==> src/rtl/block_xfer_ctrl.sv <==
// LDM/STM-style block transfer sequencer: walks a 16-bit register list in
// ascending order, issuing one word access per selected register.
module block_xfer_ctrl #(
    parameter int ADDR_W = 32
) (
    input  logic              clk,
    input  logic              rst,
    input  logic              start,
    input  logic              is_load,
    input  logic [15:0]       reg_list,
    input  logic [ADDR_W-1:0] base_addr,
    input  logic [3:0]        base_reg,
    input  logic              up,
    input  logic              pre,
    input  logic              wback,
    output logic              mem_req,
    output logic              mem_we,
    output logic [ADDR_W-1:0] mem_addr,
    output logic [31:0]       mem_wdata,
    input  logic              mem_ready,
    input  logic [31:0]       mem_rdata,
    output logic [3:0]        str_addr,
    input  logic [31:0]       str_data,
    output logic              w_en_ldr,
    output logic [3:0]        w_addr_ldr,
    output logic [31:0]       w_data_ldr,
    output logic              w_en1,
    output logic [3:0]        w_addr1,
    output logic [31:0]       w_data1,
    output logic              busy,
    output logic              done,
    output logic              pc_loaded
);

    typedef enum logic [1:0] {
        IDLE,
        XFER,
        FINISH
    } state_t;

    state_t state, state_nxt;

    logic [15:0]       mask;
    logic [15:0]       list_q;
    logic [ADDR_W-1:0] addr;
    logic [ADDR_W-1:0] final_base;
    logic              is_load_q;
    logic              wback_q;
    logic [3:0]        base_reg_q;

    logic [4:0]        n_cnt;
    logic [ADDR_W-1:0] span;
    logic [ADDR_W-1:0] start_addr;
    logic [3:0]        cur_reg;
    logic [15:0]       mask_rest;

    always_comb begin
        n_cnt = '0;
        for (int i = 0; i < 16; i++) begin
            n_cnt = n_cnt + 5'(reg_list[i]);
        end
    end

    // Addresses always ascend, so decrementing modes start 4n below the base.
    always_comb begin
        span = ADDR_W'({n_cnt, 2'b00});
        case ({up, pre})
            2'b10:   start_addr = base_addr;
            2'b11:   start_addr = base_addr + ADDR_W'(4);
            2'b00:   start_addr = base_addr - span + ADDR_W'(4);
            default: start_addr = base_addr - span;
        endcase
    end

    always_comb begin
        cur_reg = '0;
        for (int i = 15; i >= 0; i--) begin
            if (mask[i]) begin
                cur_reg = 4'(i);
            end
        end
    end

    assign mask_rest = mask & (mask - 16'd1);

    always_ff @(posedge clk or posedge rst) begin
        if (rst) begin
            state      <= IDLE;
            mask       <= '0;
            list_q     <= '0;
            addr       <= '0;
            final_base <= '0;
            is_load_q  <= 1'b0;
            wback_q    <= 1'b0;
            base_reg_q <= '0;
        end else begin
            state <= state_nxt;
            case (state)
                IDLE: begin
                    if (start) begin
                        mask       <= reg_list;
                        list_q     <= reg_list;
                        addr       <= start_addr;
                        final_base <= up ? base_addr + span : base_addr - span;
                        is_load_q  <= is_load;
                        wback_q    <= wback;
                        base_reg_q <= base_reg;
                    end
                end
                XFER: begin
                    if (mem_ready) begin
                        mask <= mask_rest;
                        addr <= addr + ADDR_W'(4);
                    end
                end
                default: ;
            endcase
        end
    end

    // Outputs are gated by state so that every port reads zero in IDLE and reset.
    always_comb begin
        state_nxt  = state;
        mem_req    = 1'b0;
        mem_we     = 1'b0;
        mem_addr   = '0;
        mem_wdata  = '0;
        str_addr   = '0;
        w_en_ldr   = 1'b0;
        w_addr_ldr = '0;
        w_data_ldr = '0;
        w_en1      = 1'b0;
        w_addr1    = '0;
        w_data1    = '0;
        done       = 1'b0;
        pc_loaded  = 1'b0;
        busy       = (state != IDLE);
        case (state)
            IDLE: begin
                if (start) begin
                    state_nxt = (reg_list == 16'd0) ? FINISH : XFER;
                end
            end
            XFER: begin
                mem_req   = 1'b1;
                mem_we    = !is_load_q;
                mem_addr  = addr;
                str_addr  = cur_reg;
                mem_wdata = str_data;
                if (mem_ready) begin
                    if (is_load_q) begin
                        w_en_ldr   = 1'b1;
                        w_addr_ldr = cur_reg;
                        w_data_ldr = mem_rdata;
                    end
                    if (mask_rest == 16'd0) begin
                        state_nxt = FINISH;
                    end
                end
            end
            FINISH: begin
                done      = 1'b1;
                pc_loaded = is_load_q && list_q[15];
                if (wback_q && (list_q != 16'd0) && !(is_load_q && list_q[base_reg_q])) begin
                    w_en1   = 1'b1;
                    w_addr1 = base_reg_q;
                    w_data1 = 32'(final_base);
                end
                state_nxt = IDLE;
            end
            default: state_nxt = IDLE;
        endcase
    end

endmodule

==> config.mk <==
export PLATFORM = sky130hd
export DESIGN_NAME = block_xfer_ctrl
export DESIGN_NICKNAME = d
export VERILOG_FILES = /design/src/rtl/block_xfer_ctrl.sv
export SDC_FILE = /design/constraint.sdc
export NUM_CORES = 1
export LEC_CHECK = 0
export CAP_MARGIN = 20
export CORE_AREA = 2 2 141 143
export DETAILED_ROUTE_END_ITERATION = 6
export DIE_AREA = 0 0 143 145
export PLACE_DENSITY = 0.85
export REMOVE_ABC_BUFFERS = 1
export SLEW_MARGIN = 0
export SYNTH_ARGS = -nofsm -noshare
export SYNTH_HDL_FRONTEND = slang
export SYNTH_SLANG_ARGS = --single-unit
==> constraint.sdc <==
create_clock -name clk -period 5.69 [get_ports clk]
set_clock_uncertainty 0.15 [all_clocks]
set_input_delay 1.138 -clock clk [delete_from_list [all_inputs] [get_ports clk]]
set_output_delay 1.138 -clock clk [all_outputs]
set_load 0.1 [all_outputs]
==> results of run 1 <==
[state kept, by name, indices dropped and copies added, names as in the netlist]
name,cells
final_base,32
mask,16
base_reg_q,4
addr,32
state,2
is_load_q,1
list_q,16
wback_q,1
[metrics by stage]
stage	TNS, ps	cells	area [um2]
final	-53190	2074	16250
after global placement	-86600	2004	13930
after global routing	-57220	2073	16250
after floorplan	-82180	1292	9903
after detailed placement	-92210	2004	13930
after CTS	-33440	2051	15350
[area by class of cell]
type	count	area (um2)	area share, %
Multi-Input combinational cell	1126	8414	51.77
Timing Repair Buffer	501	4347	26.75
Sequential cell	104	2603	16.01
Tap cell	265	331.6	2.040
Clock buffer	11	252.7	1.555
Inverter	62	250.2	1.540
Clock inverter	4	51.30	0.3157
Antenna cell	1	2.502	0.01540
[critical path, delay by kind of cell]
| family | cells | cell delay [ps] |
|---|---|---|
| adders and majority gates | 6 | 2700 |
| buffers and inverters | 7 | 1320 |
| AOI/OAI and AO/OA | 5 | 1320 |
| and+or+nand+nor | 3 | 890 |
| xor gates and xnor gates | 1 | 80 |
[cells in the mapped netlist, types with 19 or more instances]
cell type / number / area (um2)
a21oi_1: 96 / 480.5
and2_1: 133 / 832.1
clkbuf_1: 83 / 311.6
dfrtp_1: 104 / 2603
ha_1: 22 / 275.3
inv_1: 62 / 232.7
nand2_1: 173 / 649.4
nand3_1: 43 / 215.2
nand4_1: 21 / 131.4
nor2_1: 95 / 356.6
nor3_1: 39 / 195.2
nor4_1: 32 / 200.2
o21ai_0: 114 / 570.6
o22ai_1: 20 / 125.1
or3_1: 19 / 118.9
xnor2_1: 51 / 446.7
xor2_1: 27 / 236.5
[worst max-delay path by stage]
| stage | endpoint | from | cells after the start | slack (ps) |
|---|---|---|---|---|
| CTS | addr[29] | reg_list[11] | 19 | -1180 |
| floorplan | addr[29] | reg_list[0] | 18 | -1680 |
| global route | addr[31] | reg_list[0] | 23 | -1720 |
| finish | addr[31] | reg_list[14] | 22 | -1670 |
| detailed placement | addr[29] | reg_list[5] | 20 | -2310 |
| global placement | addr[29] | reg_list[5] | 20 | -2200 |
[metal layers]
metal  GRT usage (%)  vias to the layer above  wire [um]
met3           7.921                      391       5916
met5               0                        -         76
met4           23.76                        6       4612
met2           67.25                     1095      22410
met1           51.26                     6300      17450
li1                -                     5731          -
[cell families (layout without fill, tap and decap cells)]
family | Yosys count | count (layout)
adder cells (fa/ha/maj) | 36 | 36
multiplexers | 10 | 10
XOR/XNOR | 78 | 78
AO/OA/AOI/OAI | 361 | 361
other | 0 | 1
flip-flops | 104 | 104
buffers and inverters | 166 | 578
AND/OR/NAND/NOR | 641 | 641
[timing repair]
item / 4_1_cts / 5_1_grt
pin swaps: 93 / 94
buffers inserted: 40 / 28
gates resized for setup: 281 / 135
setup endpoints to repair: 56 / 56
==> run summary, run 1 <==
DRT Pass-1 Iters = 7
#FFs+latches synth = 104
Commonest non-fill, non-tap cell in the layout = buf_4
Seq/Total Area, Yosys = 25.20%
Vias per inst = 6.520
Yosys cell types = 83
Fin worst setup slack = -1668 ps
RSZ-0062 raised after global routing = yes
Total CTS buffers = 9
Syn Area/Cell = 7.399 um2
1st-iter DRT viols = 1537
Clk root buf = clkbuf_16
Post-Route WL = 50470 um
Max-slew headroom = 20.94%
IO Port Bufs = 270
Hold path depth = 2
Core Util, Final = 84.61%
Synth Warn # = 0
Commonest non-fill, non-tap cells in the layout = buf_4, nand2_1, and2_1
Final Critical Period = 7358 ps
Clock latency on the worst-skew pair = 390 ps
Largest family of logic cells by synthesized area = simple AND/OR/NAND/NOR gates
Worst Hold Launch = final_base[1]
Post-synthesis simple-gate area fraction = 32.60%
Remaining global-route overflow = 0
Share of layout cells above drive strength 1 = 34.73%
Fill count = 1163
DR vias = 13523
Final net count = 1962
I/O pin cnt = 271
Layout overhead on the synthesized area = 57.35%
Die height = 145 um
Worst reg-to-reg setup slack = 2090 ps
Failing checks = DRC, setup timing
Crit Path Max Fanout = 8
Core area = 0.01921 mm2
Crit end category = flop
Cell Area, Synth = 0.01033 mm2
DRC viols = 8
WP data arrival = 7480 ps
Slew @ Worst Pin = 1186 ps
Worst path required time = 5810 ps
Fraction of the mapped netlist area in adder cells = 5.185%
CTS tree = built
Crit Path Category = in -> reg
GRT Util Overall = 41.49%
RR Endpoint = addr[29]
XOR/XNOR share of the synthesized area = 6.614%
Largest net degree at the start of global routing = 77
Routability Congestion = 1.013
CP max-delay cell = fa_2
Routed Antenna Nets = 0
Min-delay worst type = reg -> reg
Status = finished with violations
Cells along the critical path = clkdlybuf4s50_1 > inv_1 > fa_1 > fa_2 > fa_1 > inv_2 > ha_4 > fa_2 > ha_4 > or2_4 > a2111oi_4 > buf_12 > buf_6 > o41ai_4 > a211oi_1 > buf_4 > o2111ai_4 > or3_4 > buf_6 > nor3b_4 > xnor2_1 > a31o_1
Mapped Cells = 1396
Cell depth of the worst flop-to-flop path = 8
# H-tree levels = 3
Worst setup SP type = primary input
Initial antenna violation count = 4
Top FF cell, synth = dfrtp_1
Hold WS = 322.6 ps
Fmax = 135.9 MHz
Number of flops mapped to enable cells by yosys = 0
CP peak stage delay = 700 ps
R2r startpoint = state[0]
Clock-pin slew on the worst setup and hold paths = 80 ps
First-pass GRT wire length = 67650 um
Vias in the first global route = 12276
Worst slack, placed = -2305 ps
Worst Hold End = final_base[1]
Max_cap viols = 0
Setup violators final = 55
Max clock buf depth = 2
Async set-reset flop share out of synthesis = 100.0%
Die area = 0.02074 mm2
TritonCTS Sinks = 104
Horiz. Die Dim = 143 um
Starting Density = 53.77%
Fin. Hold Viols = 0
Avg WL per Cell = 24.33 um
Final Slew Violations = 0
Hold_buf cts = 0
Fin crit share = 129.3%
Final HPWL DP = 31690 um
Floorplan row count = 51
Mux contribution to synthesized area = 1.587%
Synth Area in Compound Gates = 22.45%
Power of run 1 is not shown: default switching activity piles up to over one toggle a cycle in this logic, so the estimate is an artifact.
==> run 2: changes to the inputs <==
- TNS_END_PERCENT: unset -> 5
==> run 2 against run 1 <==
  * The run ends with setup timing left
  * Sequential share of layout area up 1.3 points
  * First-iteration DRC count down 39%
  * Critical path type unchanged
  * Hold slack about the same
  * Critical path depth up 1
  * Sequential cell count unchanged
==> run summary, run 2 (synthesis gave the netlist of run 1 again) <==
Routability Congestion = 1.013 (unchanged)
Crit Path Max Fanout = 8 (unchanged)
Worst path required time = 5800 ps (was 5810 ps)
Vias in the first global route = 11876 (was 12276)
RSZ-0062 raised after global routing = yes (unchanged)
I/O pin cnt = 271 (unchanged)
N_diodes = 0 (was 1)
Layout overhead on the synthesized area = 45.63% (was 57.35%)
Max-slew headroom = 29.72% (was 20.94%)
Clock-pin slew on the worst setup and hold paths = 70 ps (was 80 ps)
First-pass GRT wire length = 65290 um (was 67650 um)
Commonest non-fill, non-tap cells in the layout = buf_4, nand2_1, and2_1 (unchanged)
Post-Route WL = 42650 um (was 50470 um)
Final Slew Violations = 0 (unchanged)
Routed Antenna Nets = 0 (unchanged)
Slew @ Worst Pin = 1051 ps (was 1186 ps)
Clock latency on the worst-skew pair = 370 ps (was 390 ps)
Initial antenna violation count = 0 (was 4)
Hold WS = 322.2 ps (was 322.6 ps)
Max clock buf depth = 2 (unchanged)
Status = finished with violations (unchanged)
Crit Path Category = in -> reg (unchanged)
Max_cap viols = 0 (unchanged)
Worst setup SP type = primary input (unchanged)
Min-delay worst type = reg -> reg (unchanged)
Failing checks = setup timing (was DRC, setup timing)
Setup TNS = -34340 ps (was -53190 ps)
Total CTS buffers = 9 (unchanged)
Worst slack, placed = -2305 ps (unchanged)
Commonest non-fill, non-tap cell in the layout = buf_4 (unchanged)
Fin worst setup slack = -1260 ps (was -1668 ps)
Die height = 145 um (unchanged)
Crit end category = flop (unchanged)
Cells along the critical path = buf_2 > inv_2 > fa_1 > fa_2 > fa_2 > fa_1 > inv_2 > ha_4 > fa_2 > xor2_4 > ha_4 > nor2b_4 > a2111oi_4 > buf_6 > buf_6 > or4_4 > a211oi_4 > o2111ai_2 > or3_4 > buf_6 > nor3b_2 > xnor2_1 > a31o_1 (was clkdlybuf4s50_1 > inv_1 > fa_1 > fa_2 > fa_1 > inv_2 > ha_4 > fa_2 > ha_4 > or2_4 > a2111oi_4 > buf_12 > buf_6 > o41ai_4 > a211oi_1 > buf_4 > o2111ai_4 > or3_4 > buf_6 > nor3b_4 > xnor2_1 > a31o_1)
Largest net degree at the start of global routing = 77 (unchanged)
Fill count = 1436 (was 1163)
1st-iter DRT viols = 942 (was 1537)
IO Port Bufs = 270 (unchanged)
Horiz. Die Dim = 143 um (unchanged)
Final Critical Period = 6950 ps (was 7358 ps)
Fmax = 143.9 MHz (was 135.9 MHz)
CP peak stage delay = 590 ps (was 700 ps)
Clk root buf = clkbuf_16 (unchanged)
Final HPWL DP = 31690 um (unchanged)
DRT Pass-1 Iters = 7 (unchanged)
DR vias = 12361 (was 13523)
M1 WL = 16420 um (was 17450 um)
Avg WL per Cell = 20.88 um (was 24.33 um)
Setup violators final = 53 (was 55)
Core area = 0.01921 mm2 (unchanged)
# H-tree levels = 3 (unchanged)
Met2 routed WL = 20310 um (was 22410 um)
Worst Hold Launch = final_base[1] (unchanged)
Die area = 0.02074 mm2 (unchanged)
GRT Util Overall = 39.99% (was 41.49%)
Fin. Hold Viols = 0 (unchanged)
DRC viols = 0 (was 8)
R2r startpoint = state[0] (unchanged)
Final net count = 1931 (was 1962)
Share of layout cells above drive strength 1 = 28.81% (was 34.73%)
Worst reg-to-reg setup slack = 2120 ps (was 2090 ps)
Largest regs = addr (32), final_base (32) (unchanged)
Floorplan row count = 51 (unchanged)
Worst Hold End = final_base[1] (unchanged)
Hold path depth = 2 (unchanged)
Fin crit share = 122.1% (was 129.3%)
DR WL met3 = 3494 um (was 5916 um)
Starting Density = 53.77% (unchanged)
CTS tree = built (unchanged)
Remaining global-route overflow = 0 (unchanged)
WP data arrival = 7060 ps (was 7480 ps)
RR Endpoint = addr[29] (unchanged)
CP max-delay cell = fa_2 (unchanged)
Cell depth of the worst flop-to-flop path = 8 (unchanged)
Top Layer Used = met4 (was met5)
TritonCTS Sinks = 104 (unchanged)
Hold_buf cts = 0 (unchanged)
Vias per inst = 6.053 (was 6.520)
Core Util, Final = 78.31% (was 84.61%)
==> run 2: worst max-delay path by stage <==
stage	start	to	slack [ps]
CTS	reg_list[11]	addr[29]	-1180
detailed placement	reg_list[5]	addr[29]	-2310
finish	reg_list[0]	addr[31]	-1260
global route	reg_list[0]	addr[31]	-1390
global placement	reg_list[5]	addr[29]	-2200
floorplan	reg_list[0]	addr[29]	-1680
==> run 2: cell type report <==
cell class | count | area [um2] | share of cell area, %
Clock buffer | 11 | 252.7 | 1.680
Clock inverter | 4 | 51.30 | 0.3410
Inverter | 62 | 237.7 | 1.580
Multi-Input combinational cell | 1126 | 7687 | 51.11
Sequential cell | 104 | 2603 | 17.30
Tap cell | 265 | 331.6 | 2.204
Timing Repair Buffer | 470 | 3879 | 25.79
==> run 2: stage by stage <==
step / cells / instance area [um2]
3_3_place_gp: 2004 / 13930
3_5_place_dp: 2004 / 13930
5_1_grt: 2042 / 15040
6_report: 2042 / 15040
2_1_floorplan: 1292 / 9903
4_1_cts: 2033 / 14720
==> run 2: critical path, delay by kind of cell <==
family	cells	cell delay, ps
AOI/OAI and AO/OA	4	750
buffers and inverters	6	600
xor gates and xnor gates	2	260
adders and majority gates	7	2910
and+or+nand+nor	4	1370
==> run 2: what timing repair did <==
action | in CTS | in global routing
pin swaps | 37 | 26
setup buffers | 14 | 8
setup endpoints to repair | 56 | 55
resized for setup | 138 | 57
==> run 2: metal layers <==
layer	vias up	track usage, %
li1	5662	-
met1	5891	50.67
met2	668	64.95
met3	140	6.733
met4	0	20.94
met5	-	0
Power of run 2 is left out for the same reason.
